### config.mk
export PLATFORM = sky130hd
export DESIGN_NAME = quad_decoder
export DESIGN_NICKNAME = d
export VERILOG_FILES = /design/src/rtl/quad_pkg.sv /design/src/rtl/quad_filter.sv /design/src/rtl/quad_decoder.sv
export SDC_FILE = /design/constraint.sdc
export NUM_CORES = 1
export LEC_CHECK = 0
export CELL_PAD_IN_SITES_DETAIL_PLACEMENT = 0
export CELL_PAD_IN_SITES_GLOBAL_PLACEMENT = 1
export CORE_MARGIN = 5
export CORE_UTILIZATION = 42
export CTS_CLUSTER_DIAMETER = 40
export DETAILED_ROUTE_END_ITERATION = 8
export GPL_ROUTABILITY_DRIVEN = 0
export PLACE_DENSITY_LB_ADDON = 0.1
export SKIP_LAST_GASP = 1
export SLEW_MARGIN = 15
export SYNTH_ARGS = -nofsm -noshare
export SYNTH_HDL_FRONTEND = slang
export SYNTH_HIERARCHICAL = 1
export SYNTH_SLANG_ARGS = --single-unit
### constraint.sdc
create_clock -name clk -period 2.6 [get_ports clk]
set_clock_uncertainty 0.15 [all_clocks]
set_input_delay 0.52 -clock clk [delete_from_list [all_inputs] [get_ports clk]]
set_output_delay 0.52 -clock clk [all_outputs]
set_load 0.02 [all_outputs]
### src/rtl/quad_pkg.sv
// rtl/quad_pkg.sv - shared state encoding, direction constants and filter limits for the quadrature decoder
package quad_pkg;

  typedef enum logic [1:0] {
    S00 = 2'b00,
    S01 = 2'b01,
    S11 = 2'b11,
    S10 = 2'b10
  } quad_state_t;

  localparam logic DIR_UP = 1'b1;
  localparam logic DIR_DN = 1'b0;

  localparam int FILT_LEN_MIN = 1;
  localparam int FILT_LEN_MAX = 15;
  localparam int RUN_W        = 4;

  function automatic int clamp_filt_len(input int len);
    if (len < FILT_LEN_MIN) return FILT_LEN_MIN;
    if (len > FILT_LEN_MAX) return FILT_LEN_MAX;
    return len;
  endfunction

  // Successor of a state in the forward (count-up) direction.
  function automatic quad_state_t fwd_next(input quad_state_t s);
    case (s)
      S00:     return S01;
      S01:     return S11;
      S11:     return S10;
      default: return S00;
    endcase
  endfunction

endpackage

### src/rtl/quad_filter.sv
// rtl/quad_filter.sv - two-flop synchronizer followed by a run-length level filter for one channel
module quad_filter
  import quad_pkg::*;
#(
  parameter int FILT_LEN = 3
) (
  input  logic clk,
  input  logic rst,
  input  logic din,
  input  logic settle,
  output logic level
);

  localparam int              FL       = clamp_filt_len(FILT_LEN);
  localparam logic [RUN_W-1:0] RUN_LAST = RUN_W'(FL - 1);

  logic             sync1;
  logic             sync2;
  logic [RUN_W-1:0] run;

  // The level flips on the FL-th consecutive disagreeing sample; any agreement restarts the run.
  always_ff @(posedge clk) begin
    if (rst) begin
      sync1 <= 1'b0;
      sync2 <= 1'b0;
      run   <= '0;
      level <= 1'b0;
    end else begin
      sync1 <= din;
      sync2 <= sync1;
      if (settle) begin
        level <= sync2;
        run   <= '0;
      end else if (sync2 == level) begin
        run <= '0;
      end else if (run == RUN_LAST) begin
        level <= sync2;
        run   <= '0;
      end else begin
        run <= run + RUN_W'(1);
      end
    end
  end

endmodule

### src/rtl/quad_decoder.sv
// rtl/quad_decoder.sv - quadrature decoder producing ce/up_down steps, error pulses and a saturating error count
module quad_decoder
  import quad_pkg::*;
#(
  parameter int FILT_LEN = 3,
  parameter int ERR_W    = 8
) (
  input  logic             clk,
  input  logic             rst,
  input  logic             a_in,
  input  logic             b_in,
  input  logic             enable,
  input  logic             clr_err,
  output logic             ce,
  output logic             up_down,
  output logic             err,
  output logic [ERR_W-1:0] err_count
);

  localparam int                  FL         = clamp_filt_len(FILT_LEN);
  localparam int                  SETTLE_W   = 5;
  localparam logic [SETTLE_W-1:0] SETTLE_LEN = SETTLE_W'(FL + 2);
  localparam logic [ERR_W-1:0]    ERR_MAX    = {ERR_W{1'b1}};

  logic [SETTLE_W-1:0] settle_cnt;
  logic                settle;
  logic                settle_q;
  logic                a_f;
  logic                b_f;
  quad_state_t         state_q;
  quad_state_t         state_n;
  logic [1:0]          diff;
  logic                fwd_n, rev_n, ill_n;
  logic                fwd_q, rev_q, ill_q;

  assign settle = (settle_cnt != '0);

  // settle_q stretches step suppression by one cycle so the decoder state catches the last settle load.
  always_ff @(posedge clk) begin
    if (rst) begin
      settle_cnt <= SETTLE_LEN;
      settle_q   <= 1'b1;
    end else begin
      if (settle) settle_cnt <= settle_cnt - SETTLE_W'(1);
      settle_q <= settle;
    end
  end

  quad_filter #(.FILT_LEN(FL)) u_filt_a (
    .clk    (clk),
    .rst    (rst),
    .din    (a_in),
    .settle (settle),
    .level  (a_f)
  );

  quad_filter #(.FILT_LEN(FL)) u_filt_b (
    .clk    (clk),
    .rst    (rst),
    .din    (b_in),
    .settle (settle),
    .level  (b_f)
  );

  always_comb begin
    state_n = quad_state_t'({a_f, b_f});
    diff    = state_n ^ state_q;
    fwd_n   = 1'b0;
    rev_n   = 1'b0;
    ill_n   = 1'b0;
    if (!settle_q) begin
      fwd_n = (state_n == fwd_next(state_q));
      rev_n = (state_q == fwd_next(state_n));
      ill_n = (diff == 2'b11);
    end
  end

  always_ff @(posedge clk) begin
    if (rst) begin
      state_q <= S00;
      fwd_q   <= 1'b0;
      rev_q   <= 1'b0;
      ill_q   <= 1'b0;
    end else begin
      state_q <= state_n;
      fwd_q   <= fwd_n;
      rev_q   <= rev_n;
      ill_q   <= ill_n;
    end
  end

  // Direction keeps tracking with enable low; only the pulses and the error count are gated.
  always_ff @(posedge clk) begin
    if (rst) begin
      ce        <= 1'b0;
      err       <= 1'b0;
      up_down   <= DIR_UP;
      err_count <= '0;
    end else begin
      ce  <= enable & (fwd_q | rev_q);
      err <= enable & ill_q;
      if (fwd_q)      up_down <= DIR_UP;
      else if (rev_q) up_down <= DIR_DN;
      if (clr_err)
        err_count <= '0;
      else if (enable && ill_q && (err_count != ERR_MAX))
        err_count <= err_count + ERR_W'(1);
    end
  end

endmodule
==> out/qor.yml, run 1 <==
outcome:
  status: "finished clean"
yosys:
  synth_top_area_share: 0.479
  syn_nets: 161
  netlist_area_um2: 1500
  ys_ff_latch: 36
  ys_types: 39
  synth_top_area_cell: "dfxtp_1"
  netlist_top_cells_count: "dfxtp_1, nor2_1, nand2_1"
  syn_area_per_cell_um2: 10.2
  yosysWarnings: 6
  synth_edf_count: 0
  postSynth.asyncResetShare: 0
  seq_area_frac_synth: 0.479
  syn_inst: 148
  synth_area_leaders: "dfxtp_1, ha_1, xnor2_1"
  ys.flop_type: "dfxtp_1"
  yosysMostFrequentCell: "dfxtp_1"
timing:
  post-route-period-util: 0.831
  drv_slew: 0
  rsz0062_at_grt: "false"
  hold_violations: 0
  fin_tns_setup_ps: 0
  hold_ws_ps: 298
  setup_viol: 0
  fmax_mhz: 463
  slew_headroom: 0.685
  period_minus_slack_ps: 2160
  worst_pin_slew_ps: 470
power_and_ir_drop:
  power_mw: 0.988
  power_switching_mw: 0.240
  power_frac_seq: 0.601
  ir_drop_mv: 0.299
  intPower_mw: 0.748
  p_per_area_nw_per_um2: 553
  p_leak_nw: 0.651
  clock_power_share: 0.308
  combinationalPowerShare: 0.091
  sw_frac_of_total: 0.243
setup_path:
  timing.critical_path.buf_inv: 1
  cpMaxStageDelayCell: "clkdlybuf4s50_1"
  crit_arrival_ps: 1490
  critPathKind: "register to primary output"
  path_cells: "clkdlybuf4s50_1"
  cp_max_fo: 8
  slowest_delay_ps: 660
  start_kind: "register"
  endpoint_kind: "primary output"
  crit_family: "buffers and inverters"
  cp_data_required_time_ps: 1930
floorplan:
  start_util: 0.444
  ios: 17
  die_h_um: 69.8
  core_um2: 3390
  die_x_um: 69.8
  std_cell_rows: 21
  die_area_um2: 4880
clock_network:
  numCtsBuffers: 5
  cts_tree: "yes"
  clkSlewWorstSetupHoldPaths_ps: 110
  cts_htree_levels: 2
  clk_latency_ps: 340
  hold_buffers: 0
  cts_buffer_depth: 2
  postCtsResizedCells: 0
  post_cts_buffers: 0
  cts.sinks: 36
  root_buffer: "clkbuf_4"
drt:
  ant_nets: 0
  postRouteWirelength_mm: 2.65
  first_pass_iters: 4
  drc: 0
  drt-wirelength-per-cell_um: 12.2
  viasPerCell: 5.06
  drt_iter0_drc: 50
  num_vias: 1102
layout:
  insertedDiodeCount: 0
  fillers: 333
  fin_area_um2: 1790
  drive_gt1_frac: 0.140
  fin_util: 0.527
  final_nets: 184
  area_growth_syn_to_layout_pct: 18.8
global_routing:
  grt_overflow_total: 0
  grt_pass1_vias: 1068
  grt_max_degree: 15
  grt_pass1_wl_mm: 4.59
  grt_antenna_before_repair: 0
  globalRouteTotalUtil: 0.118
place:
  port_buffers: 16
  hpwlAfterDp_mm: 1.97
  dpl_cell_area_um2: 1730
worst_hold_path:
  hold_class: "register to register"
job:
  maxCapViolCount: 0
## stage by stage
stage	setup WS [ps]	instances
after floorplan	811	148
after global placement	478	210
after detailed placement	443	210
after CTS	406	218
after global routing	340	218
final	439	218
## registers in the layout, indices dropped and copies added, names as in the netlist
register        cells
ill_q               1
err_count           8
u_filt_a/sync2      1
rev_q               1
u_filt_a/level      1
u_filt_a/run        4
ce                  1
u_filt_a/sync1      1
settle_cnt          5
fwd_q               1
u_filt_b/sync2      1
err                 1
u_filt_b/level      1
state_q             2
up_down             1
u_filt_b/sync1      1
settle_q            1
u_filt_b/run        4
## cell usage in the layout, fill, tap and decap left out, types with 2 or more instances in the layout
cell type / n
dfxtp_1: 36
nor2_1: 17
nor2b_1: 6
clkdlybuf4s50_1: 16
nand3_1: 3
a31oi_1: 2
a311oi_1: 2
or4_4: 2
and2_2: 2
clkinv_2: 2
nor4_1: 2
xnor2_1: 8
inv_1: 6
nor3_1: 4
or3b_2: 2
mux2i_1: 3
clkbuf_4: 5
nand2_1: 9
and4_1: 2
o21ai_0: 3
a21oi_1: 5
ha_1: 7
a21o_1: 2
xor2_1: 4
nor3b_1: 4
## power by group through the flow
stage          logic, mW  clock network [mW]  registers, mW
2_1_floorplan     0.0670                   0          0.602
3_3_place_gp      0.0884                   0          0.606
3_5_place_dp      0.0909                   0          0.607
4_1_cts           0.0910               0.320          0.594
5_1_grt            0.101               0.350          0.597
6_report          0.0895               0.304          0.594
## final timing paths
| path | startpoint | cells past startpoint | slack, ps | endpoint |
|---|---|---|---|---|
| max reg2reg | settle_cnt[0] | 6 | 590 | u_filt_b/run[3] |
| min reg2reg | settle_q | 1 | 300 | ill_q |
| min | settle_q | 1 | 300 | ill_q |
| max | err_count[0] | 1 | 440 | err_count[0] |
## kinds of logic after synthesis
| logic type | Yosys count | synth area share |
|---|---|---|
| DFF | 36 | 0.479 |
| buffers and inverters | 8 | 0.0200 |
| xor gates and xnor gates | 12 | 0.0699 |
| and+or+nand+nor | 60 | 0.236 |
| AOI/OAI and AO/OA | 22 | 0.116 |
| muxes | 3 | 0.0200 |
| adders and majority gates | 7 | 0.0582 |
## metal layers
layer  up-vias  share of wire  global-route usage
met5         -              0                   0
met4         0          0.019              0.0574
met3         6          0.050              0.0435
met2        22           0.48               0.206
met1       509           0.45               0.123
li1        565              -                   -
## cell type report
cell class | instances | area (µm²) | share of cell area
Multi-Input combinational cell | 104 | 753 | 0.422
Clock inverter | 2 | 10.0 | 0.00560
Clock buffer | 6 | 51.3 | 0.0287
Sequential cell | 36 | 721 | 0.403
Tap cell | 46 | 57.6 | 0.0322
Timing Repair Buffer | 17 | 168 | 0.0938
Inverter | 7 | 26.3 | 0.0147
No activity file was read; power rests on OpenSTA's default activity.
==> run 2, diff against run 1 <==
--- a/config.mk
+++ b/config.mk
@@ -8,7 +8,7 @@
 export CELL_PAD_IN_SITES_DETAIL_PLACEMENT = 0
 export CELL_PAD_IN_SITES_GLOBAL_PLACEMENT = 1
 export CORE_MARGIN = 5
-export CORE_UTILIZATION = 42
+export CORE_UTILIZATION = 38
 export CTS_CLUSTER_DIAMETER = 40
 export DETAILED_ROUTE_END_ITERATION = 8
 export GPL_ROUTABILITY_DRIVEN = 0
==> constraint.sdc (replaced) <==
create_clock -name clk -period 1.75 [get_ports clk]
set_clock_uncertainty 0.15 [all_clocks]
set_input_delay 0.35 -clock clk [delete_from_list [all_inputs] [get_ports clk]]
set_output_delay 0.35 -clock clk [all_outputs]
set_load 0.02 [all_outputs]
==> run 2 against run 1 <==
Compared with the run above:
- die area is 9.0% higher
- critical endpoint is now u_filt_b/level
- first-iteration DRC count up 32%
- non-clock buffer count increased by 13
- sequential power rose by 49%
- clock power up 130%
==> out/qor.yml, run 2 (synthesis results as in run 1) <==
outcome:
  status: "finished clean"
drt:
  drc: 0  # unchanged
  drt-wirelength-per-cell_um: 12.1  # -0.65%
  ant_nets: 0  # unchanged
  drt_iter0_drc: 66  # +32%
  num_vias: 1154  # +4.7%
  first_pass_iters: 4  # unchanged
  viasPerCell: 4.95  # -2.0%
  postRouteWirelength_mm: 2.82  # +6.2%
setup_path:
  cp_data_required_time_ps: 1820  # -110 ps
  cp_max_fo: 7  # -1
  endpoint_kind: "register"
  start_kind: "register"
  crit_arrival_ps: 1760  # +270 ps
  critPathKind: "register to register"
power_and_ir_drop:
  sw_frac_of_total: 0.225  # -0.0177
  power_switching_mw: 0.402  # +68%
  p_leak_nw: 0.783  # +20%
  intPower_mw: 1.39  # +85%
  combinationalPowerShare: 0.109  # +0.018
  clock_power_share: 0.397  # +0.089
  p_per_area_nw_per_um2: 917  # +66%
  ir_drop_mv: 0.513  # +71%
  power_frac_seq: 0.494  # -0.107
clock_network:
  hold_buffers: 0  # unchanged
  clk_latency_ps: 280  # -60 ps
  cts_buffer_depth: 2  # unchanged
  cts_tree: "yes"
  root_buffer: "clkbuf_8"
  clkSlewWorstSetupHoldPaths_ps: 70  # -40 ps
  cts.sinks: 36  # unchanged
  cts_htree_levels: 2  # unchanged
  numCtsBuffers: 5  # unchanged
layout:
  top_register: "err_count"
  largest_reg_flops: 8  # unchanged
  final_nets: 197  # +7.1%
  drive_gt1_frac: 0.227  # +0.0875
  insertedDiodeCount: 0  # unchanged
  final_common_cell: "dfxtp_1"
  layout_common_cells: "dfxtp_1, nor2_1, buf_4"
  area_growth_syn_to_layout_pct: 29.8
  fin_util: 0.521  # -0.00574
  fin_area_um2: 1950  # +9.2%
  reg_top3: "err_count (8), settle_cnt (5)"
global_routing:
  grt_pass1_wl_mm: 5.01  # +9.2%
  grt_pass1_vias: 1136  # +6.4%
  grt_max_degree: 21  # +6
  globalRouteTotalUtil: 0.121  # +0.00312
  grt_overflow_total: 0  # unchanged
  grt_antenna_before_repair: 0  # unchanged
timing:
  fmax_mhz: 592
  period_minus_slack_ps: 1690
  post-route-period-util: 0.965
  setup_viol: 0  # unchanged
  hold_ws_ps: 287  # -11.6 ps
  worst_pin_slew_ps: 371  # -98.9 ps
  hold_violations: 0  # unchanged
  rsz0062_at_grt: "true"
  drv_slew: 0  # unchanged
  slew_headroom: 0.752  # +0.0663
floorplan:
  start_util: 0.402  # -0.0420
  die_x_um: 72.9  # +4.4%
  die_h_um: 72.9  # +4.4%
  ios: 17  # unchanged
  std_cell_rows: 22  # +4.8%
  die_area_um2: 5320  # +9.0%
  core_um2: 3740  # +10%
job:
  maxCapViolCount: 0  # unchanged
place:
  dpl_cell_area_um2: 1800  # +4.5%
  hpwlAfterDp_mm: 2.06  # +4.7%
  port_buffers: 16  # unchanged
worst_hold_path:
  hold_class: "register to register"
==> run 2: cell types whose count changed in the layout (fill, tap and decap cells not counted), sizes merged, moves of 2 or more <==
cell,delta
buf,+13
clkdlybuf4s50,-9
dlymetal6s2s,+2
dlygate4sd2,+7
==> run 2: repair_timing <==
action | CTS | global route
setup endpoints to repair | 16 | 13
buffers inserted | 2 | 1
resized for setup | 9 | 5
pin swaps | 2 | 0
cloned | 0 | 0
==> run 2: power groups by stage <==
stage	clock network (mW)	logic, mW	registers [mW]
global placement	0	0.170	0.897
floorplan	0	0.0997	0.896
CTS	0.735	0.184	0.881
global route	0.786	0.222	0.886
finish	0.711	0.196	0.883
detailed placement	0	0.174	0.900
==> run 2: layout make-up <==
| cell class | instances | area (µm²) |
|---|---|---|
| fill | 353 | 1790 |
| multi-input combinational | 104 | 772 |
| sequential | 36 | 721 |
| timing repair buffer | 30 | 262 |
| clock buffer | 5 | 68.8 |
| tap | 48 | 60.1 |
| clock inverter | 3 | 42.5 |
| inverter | 7 | 26.3 |
==> run 2: final timing paths <==
check                 from        endpoint  slack, ps  cells after the start
min reg2reg          rev_q         up_down        290                      1
max          settle_cnt[0]  u_filt_b/level         60                      6
min                  rev_q         up_down        290                      1
max reg2reg  settle_cnt[0]  u_filt_b/level         60                      6
==> run 2: metrics by stage <==
step / cells / TNS (ps) / setup WS (ps) / total power, mW
global route: 233 / -114 / -44.9 / 1.89
detailed placement: 222 / -438 / -61.1 / 1.07
floorplan: 148 / 0 / 2.11 / 0.995
finish: 233 / 0 / 62.1 / 1.79
global placement: 222 / -104 / -33.6 / 1.07
CTS: 232 / 0 / 8.27 / 1.80
==> run 2: worst max-delay path, stage by stage, from the launching register on <==
cell	delay, ps
dfxtp_1	330
inv_2	80
ha_4	130
nor4b_4	220
inv_2	110
or3b_2	490
a21oi_2	120
==> run 2: per-layer routing <==
layer,vias up,GRT usage,wire length (µm),part of all wire
li1,592,-,-,-
met1,523,0.149,1250,0.44
met2,31,0.187,1350,0.48
met3,8,0.0441,163,0.058
met4,0,0.0533,51,0.018
met5,-,0,0,0
